`config.mk`:
```
export PLATFORM = sky130hd
export DESIGN_NAME = fetch_ldst_mem_arbiter
export DESIGN_NICKNAME = d
export VERILOG_FILES = /design/src/rtl/fetch_ldst_mem_arbiter_pkg.sv /design/src/rtl/fetch_ldst_mem_arbiter_tag_queue.sv /design/src/rtl/fetch_ldst_mem_arbiter.sv
export SDC_FILE = /design/constraint.sdc
export NUM_CORES = 1
export LEC_CHECK = 0
export CAP_MARGIN = 15
export CORE_ASPECT_RATIO = 0.75
export CORE_UTILIZATION = 39
export DETAILED_ROUTE_END_ITERATION = 7
export PLACE_DENSITY_LB_ADDON = 0.05
export SETUP_SLACK_MARGIN = 0.1
export SYNTH_ARGS = -nofsm -noshare
export SYNTH_HDL_FRONTEND = slang
export SYNTH_SLANG_ARGS = --single-unit
```
`constraint.sdc`:
```
create_clock -name iCLOCK -period 5.7 [get_ports iCLOCK]
set_input_delay 0.855 -clock iCLOCK [delete_from_list [all_inputs] [get_ports iCLOCK]]
set_output_delay 0.855 -clock iCLOCK [all_outputs]
set_load 0.01 [all_outputs]
```
`src/rtl/fetch_ldst_mem_arbiter_pkg.sv`:
```
// Shared types for the fetch / load-store memory arbiter: tag layout and grant encoding.
package fetch_ldst_mem_arbiter_pkg;

  localparam logic L_TAG_FETCH = 1'b0;
  localparam logic L_TAG_LDST  = 1'b1;

  typedef struct packed {
    logic is_ldst;
    logic kill;
  } tag_t;

  typedef enum logic [1:0] {
    GNT_NONE  = 2'd0,
    GNT_FETCH = 2'd1,
    GNT_LDST  = 2'd2
  } grant_e;

  // A fetch-owned tag seen during a flush is marked dead; ldst tags pass through untouched.
  function automatic tag_t kill_if_fetch(input tag_t t, input logic kill_fetch);
    tag_t r;
    r = t;
    if (kill_fetch && (t.is_ldst == L_TAG_FETCH)) begin
      r.kill = 1'b1;
    end else begin
      r.kill = t.kill;
    end
    return r;
  endfunction

endpackage

```
`src/rtl/fetch_ldst_mem_arbiter_tag_queue.sv`:
```
// In-order queue of outstanding request tags with same-cycle push/pop and a kill-all-fetch port.
module fetch_ldst_mem_arbiter_tag_queue
  import fetch_ldst_mem_arbiter_pkg::*;
#(
  parameter int P_OUTSTANDING = 4,
  parameter int P_DEPTH_N     = 2
) (
  input  logic clk_i,
  input  logic rst_ni,
  input  logic srst_i,
  input  logic push_i,
  input  tag_t push_tag_i,
  input  logic pop_i,
  input  logic kill_fetch_i,
  output tag_t head_o,
  output logic empty_o,
  output logic full_o
);

  localparam logic [P_DEPTH_N:0]   L_FULL    = (P_DEPTH_N+1)'(P_OUTSTANDING);
  localparam logic [P_DEPTH_N:0]   L_CNT_ONE = (P_DEPTH_N+1)'(1);
  localparam logic [P_DEPTH_N-1:0] L_PTR_ONE = P_DEPTH_N'(1);

  tag_t                 mem_q [P_OUTSTANDING];
  tag_t                 mem_d [P_OUTSTANDING];
  logic [P_DEPTH_N-1:0] wr_q, wr_d, rd_q, rd_d;
  logic [P_DEPTH_N:0]   cnt_q, cnt_d;

  // Kill is applied before the push write; a pushed tag during a flush is always ldst.
  always_comb begin
    for (int i = 0; i < P_OUTSTANDING; i++) begin
      mem_d[i] = kill_if_fetch(mem_q[i], kill_fetch_i);
    end
    wr_d  = wr_q;
    rd_d  = rd_q;
    cnt_d = cnt_q;
    if (push_i) begin
      mem_d[wr_q] = push_tag_i;
      wr_d        = wr_q + L_PTR_ONE;
    end else begin
      wr_d = wr_q;
    end
    if (pop_i) begin
      rd_d = rd_q + L_PTR_ONE;
    end else begin
      rd_d = rd_q;
    end
    case ({push_i, pop_i})
      2'b10:   cnt_d = cnt_q + L_CNT_ONE;
      2'b01:   cnt_d = cnt_q - L_CNT_ONE;
      default: cnt_d = cnt_q;
    endcase
  end

  // Queue state register.
  always_ff @(posedge clk_i or negedge rst_ni) begin
    if (!rst_ni) begin
      for (int i = 0; i < P_OUTSTANDING; i++) begin
        mem_q[i] <= '{is_ldst: 1'b0, kill: 1'b0};
      end
      wr_q  <= '0;
      rd_q  <= '0;
      cnt_q <= '0;
    end else if (srst_i) begin
      for (int i = 0; i < P_OUTSTANDING; i++) begin
        mem_q[i] <= '{is_ldst: 1'b0, kill: 1'b0};
      end
      wr_q  <= '0;
      rd_q  <= '0;
      cnt_q <= '0;
    end else begin
      for (int i = 0; i < P_OUTSTANDING; i++) begin
        mem_q[i] <= mem_d[i];
      end
      wr_q  <= wr_d;
      rd_q  <= rd_d;
      cnt_q <= cnt_d;
    end
  end

  // The head seen by the response path already reflects a flush arriving this cycle.
  assign head_o  = kill_if_fetch(mem_q[rd_q], kill_fetch_i);
  assign empty_o = (cnt_q == '0);
  assign full_o  = (cnt_q == L_FULL);

endmodule

```
`src/rtl/fetch_ldst_mem_arbiter.sv`:
```
// Shares one memory request port between instruction fetch and load/store, routing
// in-order responses back to their owner and discarding flushed fetch responses.
module fetch_ldst_mem_arbiter
  import fetch_ldst_mem_arbiter_pkg::*;
#(
  parameter int P_OUTSTANDING = 4,
  parameter int P_DEPTH_N     = 2,
  parameter int P_STARVE      = 3
) (
  input  logic        iCLOCK,
  input  logic        inRESET,
  input  logic        iRESET_SYNC,
  input  logic        iFETCH_REQ,
  input  logic [31:0] iFETCH_ADDR,
  input  logic        iFETCH_FLUSH,
  output logic        oFETCH_LOCK,
  output logic        oFETCH_VALID,
  output logic [31:0] oFETCH_INST,
  input  logic        iLDST_REQ,
  input  logic        iLDST_RW,
  input  logic [3:0]  iLDST_MASK,
  input  logic [31:0] iLDST_ADDR,
  input  logic [31:0] iLDST_DATA,
  output logic        oLDST_LOCK,
  output logic        oLDST_VALID,
  output logic [31:0] oLDST_DATA,
  output logic        oMEM_REQ,
  input  logic        iMEM_LOCK,
  output logic        oMEM_RW,
  output logic [3:0]  oMEM_MASK,
  output logic [31:0] oMEM_ADDR,
  output logic [31:0] oMEM_DATA,
  input  logic        iMEM_VALID,
  input  logic [31:0] iMEM_DATA,
  output logic        oPROTOCOL_ERR
);

  localparam int              L_SW         = $clog2(P_STARVE + 1);
  localparam logic [L_SW-1:0] L_STARVE_MAX = L_SW'(P_STARVE);
  localparam logic [L_SW-1:0] L_STARVE_ONE = L_SW'(1);

  grant_e          gnt_s;
  tag_t            head_s, push_tag_s;
  logic            pop_s, push_s, space_s, full_s, empty_s, fetch_ok_s, force_s;
  logic [L_SW-1:0] starve_q, starve_d;
  logic            fetch_valid_q, fetch_valid_d, ldst_valid_q, ldst_valid_d;
  logic [31:0]     fetch_inst_q, fetch_inst_d, ldst_data_q, ldst_data_d;
  logic            err_q, err_d;

  assign pop_s      = iMEM_VALID && !empty_s;
  assign space_s    = !full_s || pop_s;
  assign fetch_ok_s = iFETCH_REQ && !iFETCH_FLUSH;
  assign force_s    = iFETCH_REQ && (starve_q == L_STARVE_MAX);

  // Grant selection: ldst first unless fetch has been starved long enough.
  always_comb begin
    gnt_s = GNT_NONE;
    if (!space_s || iMEM_LOCK) begin
      gnt_s = GNT_NONE;
    end else if (fetch_ok_s && force_s) begin
      gnt_s = GNT_FETCH;
    end else if (iLDST_REQ) begin
      gnt_s = GNT_LDST;
    end else if (fetch_ok_s) begin
      gnt_s = GNT_FETCH;
    end else begin
      gnt_s = GNT_NONE;
    end
  end

  // Starvation counter next state.
  always_comb begin
    starve_d = starve_q;
    if (!iFETCH_REQ || (gnt_s == GNT_FETCH)) begin
      starve_d = '0;
    end else if ((gnt_s == GNT_LDST) && (starve_q != L_STARVE_MAX)) begin
      starve_d = starve_q + L_STARVE_ONE;
    end else begin
      starve_d = starve_q;
    end
  end

  // Memory request mux.
  always_comb begin
    oMEM_REQ  = 1'b0;
    oMEM_RW   = 1'b0;
    oMEM_MASK = 4'h0;
    oMEM_ADDR = 32'h0;
    oMEM_DATA = 32'h0;
    case (gnt_s)
      GNT_FETCH: begin
        oMEM_REQ  = 1'b1;
        oMEM_MASK = 4'hF;
        oMEM_ADDR = iFETCH_ADDR;
      end
      GNT_LDST: begin
        oMEM_REQ  = 1'b1;
        oMEM_RW   = iLDST_RW;
        oMEM_MASK = iLDST_MASK;
        oMEM_ADDR = iLDST_ADDR;
        oMEM_DATA = iLDST_DATA;
      end
      default: begin
        oMEM_REQ = 1'b0;
      end
    endcase
  end

  assign oFETCH_LOCK = (gnt_s != GNT_FETCH);
  assign oLDST_LOCK  = (gnt_s != GNT_LDST);
  assign push_s      = (gnt_s != GNT_NONE);
  assign push_tag_s  = '{is_ldst: ((gnt_s == GNT_LDST) ? L_TAG_LDST : L_TAG_FETCH), kill: 1'b0};

  fetch_ldst_mem_arbiter_tag_queue #(
    .P_OUTSTANDING(P_OUTSTANDING),
    .P_DEPTH_N    (P_DEPTH_N)
  ) u_tag_queue (
    .clk_i       (iCLOCK),
    .rst_ni      (inRESET),
    .srst_i      (iRESET_SYNC),
    .push_i      (push_s),
    .push_tag_i  (push_tag_s),
    .pop_i       (pop_s),
    .kill_fetch_i(iFETCH_FLUSH),
    .head_o      (head_s),
    .empty_o     (empty_s),
    .full_o      (full_s)
  );

  // Response routing by head tag; data registers hold their last value between responses.
  always_comb begin
    fetch_valid_d = pop_s && !head_s.kill && (head_s.is_ldst == L_TAG_FETCH);
    ldst_valid_d  = pop_s && !head_s.kill && (head_s.is_ldst == L_TAG_LDST);
    fetch_inst_d  = fetch_valid_d ? iMEM_DATA : fetch_inst_q;
    ldst_data_d   = ldst_valid_d ? iMEM_DATA : ldst_data_q;
    err_d         = err_q || (iMEM_VALID && empty_s);
  end

  // Arbiter state and response registers.
  always_ff @(posedge iCLOCK or negedge inRESET) begin
    if (!inRESET) begin
      starve_q      <= '0;
      fetch_valid_q <= 1'b0;
      ldst_valid_q  <= 1'b0;
      fetch_inst_q  <= 32'h0;
      ldst_data_q   <= 32'h0;
      err_q         <= 1'b0;
    end else if (iRESET_SYNC) begin
      starve_q      <= '0;
      fetch_valid_q <= 1'b0;
      ldst_valid_q  <= 1'b0;
      fetch_inst_q  <= 32'h0;
      ldst_data_q   <= 32'h0;
      err_q         <= 1'b0;
    end else begin
      starve_q      <= starve_d;
      fetch_valid_q <= fetch_valid_d;
      ldst_valid_q  <= ldst_valid_d;
      fetch_inst_q  <= fetch_inst_d;
      ldst_data_q   <= ldst_data_d;
      err_q         <= err_d;
    end
  end

  assign oFETCH_VALID  = fetch_valid_q;
  assign oFETCH_INST   = fetch_inst_q;
  assign oLDST_VALID   = ldst_valid_q;
  assign oLDST_DATA    = ldst_data_q;
  assign oPROTOCOL_ERR = err_q;

endmodule

```
==> results.yml, run 1 <==
run_status:
  outcome: "completed"
grt:
  grt_pass1_wl_mm: 21.8
  grt_max_degree: 85
  track_usage_pct: 25.4
  grt.overflow.total: 0
  grt_antenna_before_repair: 0
  grt_pass1_vias: 3933
setup_path:
  crit_path_end_kind: "primary output"
  critPathSlowestCell: "clkdlybuf4s50_1"
  max_stage_delay_ns: 0.69
  cp_max_fo: 34
  cp_cell_sequence: "clkdlybuf4s50_1 -> nor2b_1 -> nand2_1 -> nand3_1 -> inv_1 -> ha_2 -> buf_4 -> a22oi_1 -> nor2b_1 -> clkdlybuf4s50_1"
  worstSetupPathType: "in2out"
  required_ns: 4.85
  critPathArrivalTime_ns: 3.76
  cp_num_buf_inv: 4
  start_kind: "input pin"
  cp_top_family: "buffers and inverters"
clock_network:
  ctsHoldBuffers: 0
  numClockSinks: 84
  post_cts_resized: 0
  cts.htree.levels: 3
  numCtsBuffers: 9
  root_buffer: "clkbuf_16"
  cts_tree: "done"
  clock_latency_ns: 0.33
  path_clk_slew_ns: 0.06
  postCtsSetupBuffers: 0
  clock_path_buffers: 2
timing:
  worst_slew_pin_slew_ns: 1.04
  fin_crit_sh_pct: 81.0
  finalSetupViolations: 0
  hold_viol_final: 0
  finalSetupTns_ns: 0
  worst_clock_skew_ns: 0.00540
  max_freq_mhz: 217
  layout_min_cycle_time_ns: 4.62
  worst_slack_ns: 1.08
  max-slew-margin-rel_pct: 31.0
  rsz0062_at_grt: "no"
  drv_slew: 0
synth:
  synth-seq-area-share_pct: 50.5
  netlist_area_sq_um: 4160
  postSynthCellCount: 376
  ys.flop_type: "dfrtp_1"
  synth-seq-cells: 84
  synth_cell_types: 33
  synthArstFlopShare_pct: 100
  yosysWarningCount: 0
  avgSynthCellArea_sq_um: 11.1
  synth-edff-count: 0
  syn_nets: 526
routing:
  via_count: 4006
  viasPerCell: 5.11
  firstDrtPassIters: 4
  drt-total-wl_mm: 14.0
  drc: 0
  final_antenna_net_count: 0
  dr.first_iter.drc_count: 225
  wire_per_inst_um: 17.9
final_layout:
  layout.cells.most_common: "clkdlybuf4s50_1"
  syn_to_final_growth_pct: 76.8
  drive_gt1_share_pct: 8.18
  final_cell_mix: "278 x clkdlybuf4s50_1, 84 x dfrtp_1, 44 x a22o_1, 41 x nor2b_1, 33 x and2_1"
  fin_nets: 793
  antenna_cells: 0
place:
  place_congestion: 0.882
  place_ws_ns: 1.09
  numPortBuffers: 279
  hpwl_mm: 10.1
floorplanning:
  start_util_pct: 40.3
  ios: 280
  die_y_um: 91.5
  die_w_um: 121
  placementRows: 32
  core-area_sq_um: 10300
  die_area_sq_um: 11100
run:
  maxCapViolCount: 0
power_and_ir_drop:
  p_leak_nw: 3.05
  cellPowerDensity_nw_per_um2: 242
  irDropWorstVdd_uv: 160
hold_path:
  hold_class: "reg2reg"
-- path summary, 6_finish.rpt --
path | to | startpoint | depth (start not counted) | slack [ns]
worst max-delay path | oMEM_ADDR[31] | iFETCH_FLUSH | 10 | 1.08
worst min-delay path | oPROTOCOL_ERR$_DFF_PN0_ | oPROTOCOL_ERR$_DFF_PN0_ | 2 | 0.50
worst max register to register | u_tag_queue.cnt_q[2]$_DFFE_PN0P_ | u_tag_queue.cnt_q[2]$_DFFE_PN0P_ | 10 | 3.15
worst min register to register | oPROTOCOL_ERR$_DFF_PN0_ | oPROTOCOL_ERR$_DFF_PN0_ | 2 | 0.50
max in group asynchronous | oLDST_DATA[12]$_DFFE_PN0P_ | inRESET | 1 | 4.33
min in group asynchronous | oLDST_DATA[20]$_DFFE_PN0P_ | inRESET | 1 | 0.71
-- Yosys cell counts, drive strengths merged, types with 2 or more instances --
library cell | instances | share of area (%)
nand3 | 2 | 0.24
nor3b | 2 | 0.48
a22o | 64 | 14
xor2 | 2 | 0.42
mux4 | 2 | 1.1
nand2b | 3 | 0.63
a22oi | 32 | 5.8
xnor2 | 3 | 0.63
mux2i | 3 | 0.72
dfrtp | 84 | 51
clkbuf | 19 | 1.7
buf | 11 | 2.1
nor3 | 7 | 0.84
inv | 11 | 0.99
ha | 8 | 2.4
nor2b | 41 | 6.2
a21oi | 16 | 1.9
and2 | 33 | 5.0
nand2 | 4 | 0.36
nor2 | 21 | 1.9
-- worst reg2reg max path: cells and delay by family (launching register included) --
kind	cells	cell delay (ns)
compound gates	1	0.11
fa+ha+maj	2	0.78
buf+inv	1	0.14
flops	1	0.43
simple gates	6	0.94
-- kinds of logic (layout without fill, tap and decap cells) --
family                     Yosys count  in the layout  synth area share, %
adders and majority gates            9              9                 2.89
buffers and inverters               41            313                 4.84
AOI/OAI and AO/OA                  115            115                 22.3
DFF                                 84             84                 50.5
and+or+nand+nor                    117            117                 16.6
muxes                                5              5                 1.80
xor gates and xnor gates             5              5                 1.05
-- layer usage --
metal  global-route usage (%)  up-vias  wire (um)
li1                         -     1886          -
met1                     34.0     1953       5950
met2                     41.1      153       7000
met3                     6.41       14        901
met4                     6.28        0        162
met5                        0        -          0
-- metrics by stage --
step           total power, mW  hold WS (ns)  instances  util, %  instance area [sq um]
2_1_floorplan            0.900         0.493        376        -                   4160
5_1_grt                   1.87         0.509        784     71.2                   7360
4_1_cts                   1.80         0.502        784     71.2                   7360
3_5_place_dp              1.17         0.481        768     68.1                   7030
6_report                  1.78         0.496        784     71.2                   7360
3_3_place_gp              1.16         0.481        768     68.1                   7030
-- state kept, by name, summed over array words and instances, names as in the netlist --
register,cells
oFETCH_INST,32
oFETCH_VALID,1
oLDST_DATA,32
oLDST_VALID,1
oPROTOCOL_ERR,1
starve_q,2
u_tag_queue.cnt_q,3
u_tag_queue.mem_q,8
u_tag_queue.rd_q,2
u_tag_queue.wr_q,2
-- power by group --
part	switching (mW)	internal (mW)	leakage [nW]
Combinational	0.202	0.276	1.74
Clock	0.227	0.397	0.156
Sequential	0.0395	0.641	1.16
Total	0.469	1.31	3.05
-- cell type report --
class	count	area, sq um
tap	136	170
sequential	84	2100
clock buffer	11	243
fill	784	2970
multi-input combinational	251	1870
clock inverter	5	85.1
inverter	11	41.3
timing repair buffer	286	2840
No activity file was read; power rests on OpenSTA's default activity.
==> run 2: changes to the inputs <==
--- a/config.mk
+++ b/config.mk
@@ -7,7 +7,7 @@
 export LEC_CHECK = 0
 export CAP_MARGIN = 15
 export CORE_ASPECT_RATIO = 0.75
-export CORE_UTILIZATION = 39
+export CORE_UTILIZATION = 33
 export DETAILED_ROUTE_END_ITERATION = 7
 export PLACE_DENSITY_LB_ADDON = 0.05
 export SETUP_SLACK_MARGIN = 0.1
==> constraint.sdc (replaced) <==
create_clock -name iCLOCK -period 3.7 [get_ports iCLOCK]
set_input_delay 0.555 -clock iCLOCK [delete_from_list [all_inputs] [get_ports iCLOCK]]
set_output_delay 0.555 -clock iCLOCK [all_outputs]
set_load 0.01 [all_outputs]
==> results.yml, run 2 (synthesis results as in run 1) <==
final_layout:
  antenna_cells: 0
  fin_nets: 799
  syn_to_final_growth_pct: 79.2
  layout.cells.most_common: "clkdlybuf4s50_1"
  final_cell_mix: "278 x clkdlybuf4s50_1, 84 x dfrtp_1, 44 x a22o_1, 41 x nor2b_1, 33 x and2_1"
  nFillCells: 1051
  drive_gt1_share_pct: 9.33
place:
  place_ws_ns: 0.190
  numPortBuffers: 279
  place_congestion: 0.869
  hpwl_mm: 10.4
clock_network:
  numCtsBuffers: 9
  numClockSinks: 84
  clock_latency_ns: 0.34
  root_buffer: "clkbuf_16"
  ctsHoldBuffers: 0
  clock_path_buffers: 2
  path_clk_slew_ns: 0.07
  cts_tree: "done"
  cts.htree.levels: 3
grt:
  grt.overflow.total: 0
  grt_pass1_wl_mm: 22.4
  grt_pass1_vias: 4016
  grt_max_degree: 85
  track_usage_pct: 21.9
  grt_antenna_before_repair: 0
timing:
  worst_clock_skew_ns: 0.00700
  finalSetupViolations: 0
  rsz0062_at_grt: "no"
  worst_slew_pin_slew_ns: 0.572
  worst_slack_ns: 0.316
  finalSetupTns_ns: 0
  hold_viol_final: 0
  max_freq_mhz: 296
  drv_slew: 0
  whs_ns: 0.0556
  fin_crit_sh_pct: 91.4
  max-slew-margin-rel_pct: 61.5
  layout_min_cycle_time_ns: 3.38
floorplanning:
  start_util_pct: 33.8
  die_w_um: 132
  placementRows: 35
  ios: 280
  core-area_sq_um: 12300
  die_area_sq_um: 13100
  die_y_um: 99.3
setup_path:
  r2r_cells: 10
  worstSetupPathType: "in2out"
  crit_path_end_kind: "primary output"
  required_ns: 3.14
  rr_endpoint: "u_tag_queue.cnt_q[2]$_DFFE_PN0P_"
  r2r-start: "u_tag_queue.cnt_q[2]$_DFFE_PN0P_"
  start_kind: "input pin"
  critPathArrivalTime_ns: 2.83
  cp_max_fo: 22
  ff2ff_setup_slack_ns: 1.23
power_and_ir_drop:
  p_leak_nw: 3.08
  internal-power_mw: 1.90
  p_sw_share_pct: 28.5
  power_frac_comb_pct: 28.4
  irDropWorstVdd_uv: 228
  p_switching_uw: 758
  cellPowerDensity_nw_per_um2: 356
  power_frac_clock_pct: 32.1
  power_frac_seq_pct: 39.5
run_status:
  outcome: "completed"
run:
  maxCapViolCount: 0
routing:
  final_antenna_net_count: 0
  viasPerCell: 4.90
  wire_per_inst_um: 17.6
  drc: 0
  via_count: 4018
  dr.first_iter.drc_count: 213
  drt-total-wl_mm: 14.4
  firstDrtPassIters: 4
hold_path:
  hold_class: "in2async"
## run 2: stage by stage
stage	utilization (%)	power, mW	cell area, sq um	instances
2_1_floorplan	-	1.39	4160	376
3_3_place_gp	57.8	1.79	7120	803
3_5_place_dp	57.8	1.81	7120	803
4_1_cts	60.2	2.68	7400	819
5_1_grt	60.6	2.79	7460	820
6_report	60.6	2.66	7460	820
## run 2: worst max path at each step
stage                    start            end  slack [ns]  cells past startpoint
floorplan           iMEM_VALID  oMEM_ADDR[12]        1.11                      8
global placement    iMEM_VALID   oMEM_ADDR[6]        0.28                      9
detailed placement  iMEM_VALID   oMEM_ADDR[4]        0.19                      9
CTS                 iMEM_VALID   oMEM_ADDR[4]        0.17                      9
global route        iMEM_VALID  oMEM_ADDR[21]        0.10                     10
finish              iMEM_VALID   oMEM_ADDR[4]        0.32                     10
## run 2: cell type report
| cell class | count | area (sq um) | share of cell area (%) |
|---|---|---|---|
| Sequential cell | 84 | 2100 | 28.2 |
| Multi-Input combinational cell | 251 | 1890 | 25.3 |
| Clock buffer | 10 | 239 | 3.20 |
| Tap cell | 166 | 208 | 2.79 |
| Timing Repair Buffer | 292 | 2930 | 39.3 |
| Inverter | 11 | 41.3 | 0.554 |
| Clock inverter | 6 | 46.3 | 0.621 |
## run 2: critical path, cell delays in order
cell	delay, ns
clkdlybuf4s50_1	0.52
nor4b_1	0.07
nor2_1	0.16
nand3_1	0.16
inv_1	0.13
ha_4	0.21
buf_6	0.22
a22oi_1	0.11
nor2b_1	0.13
clkdlybuf4s50_1	0.55
## run 2: repair_timing
| item | 4_1_cts | 5_1_grt |
|---|---|---|
| setup buffers | 0 | 0 |
| endpoints found under the setup margin | 0 | 51 |
| resized for setup | 0 | 5 |
## run 2: power by group through the flow
stage               Clock [mW]  Sequential (mW)  Combinational [mW]
global route             0.920             1.06               0.814
CTS                      0.879             1.05               0.750
detailed placement           0             1.06               0.746
finish                   0.854             1.05               0.754
floorplan                    0             1.07               0.313
global placement             0             1.06               0.730
## run 2: layer usage
layer / share of wire (%) / track usage, % / vias to the layer above
met4: 2.0 / 7.07 / 0
met2: 49 / 35.8 / 144
met5: 0 / 0 / -
li1: - / - / 1900
met3: 4.6 / 5.05 / 26
met1: 45 / 28.9 / 1948
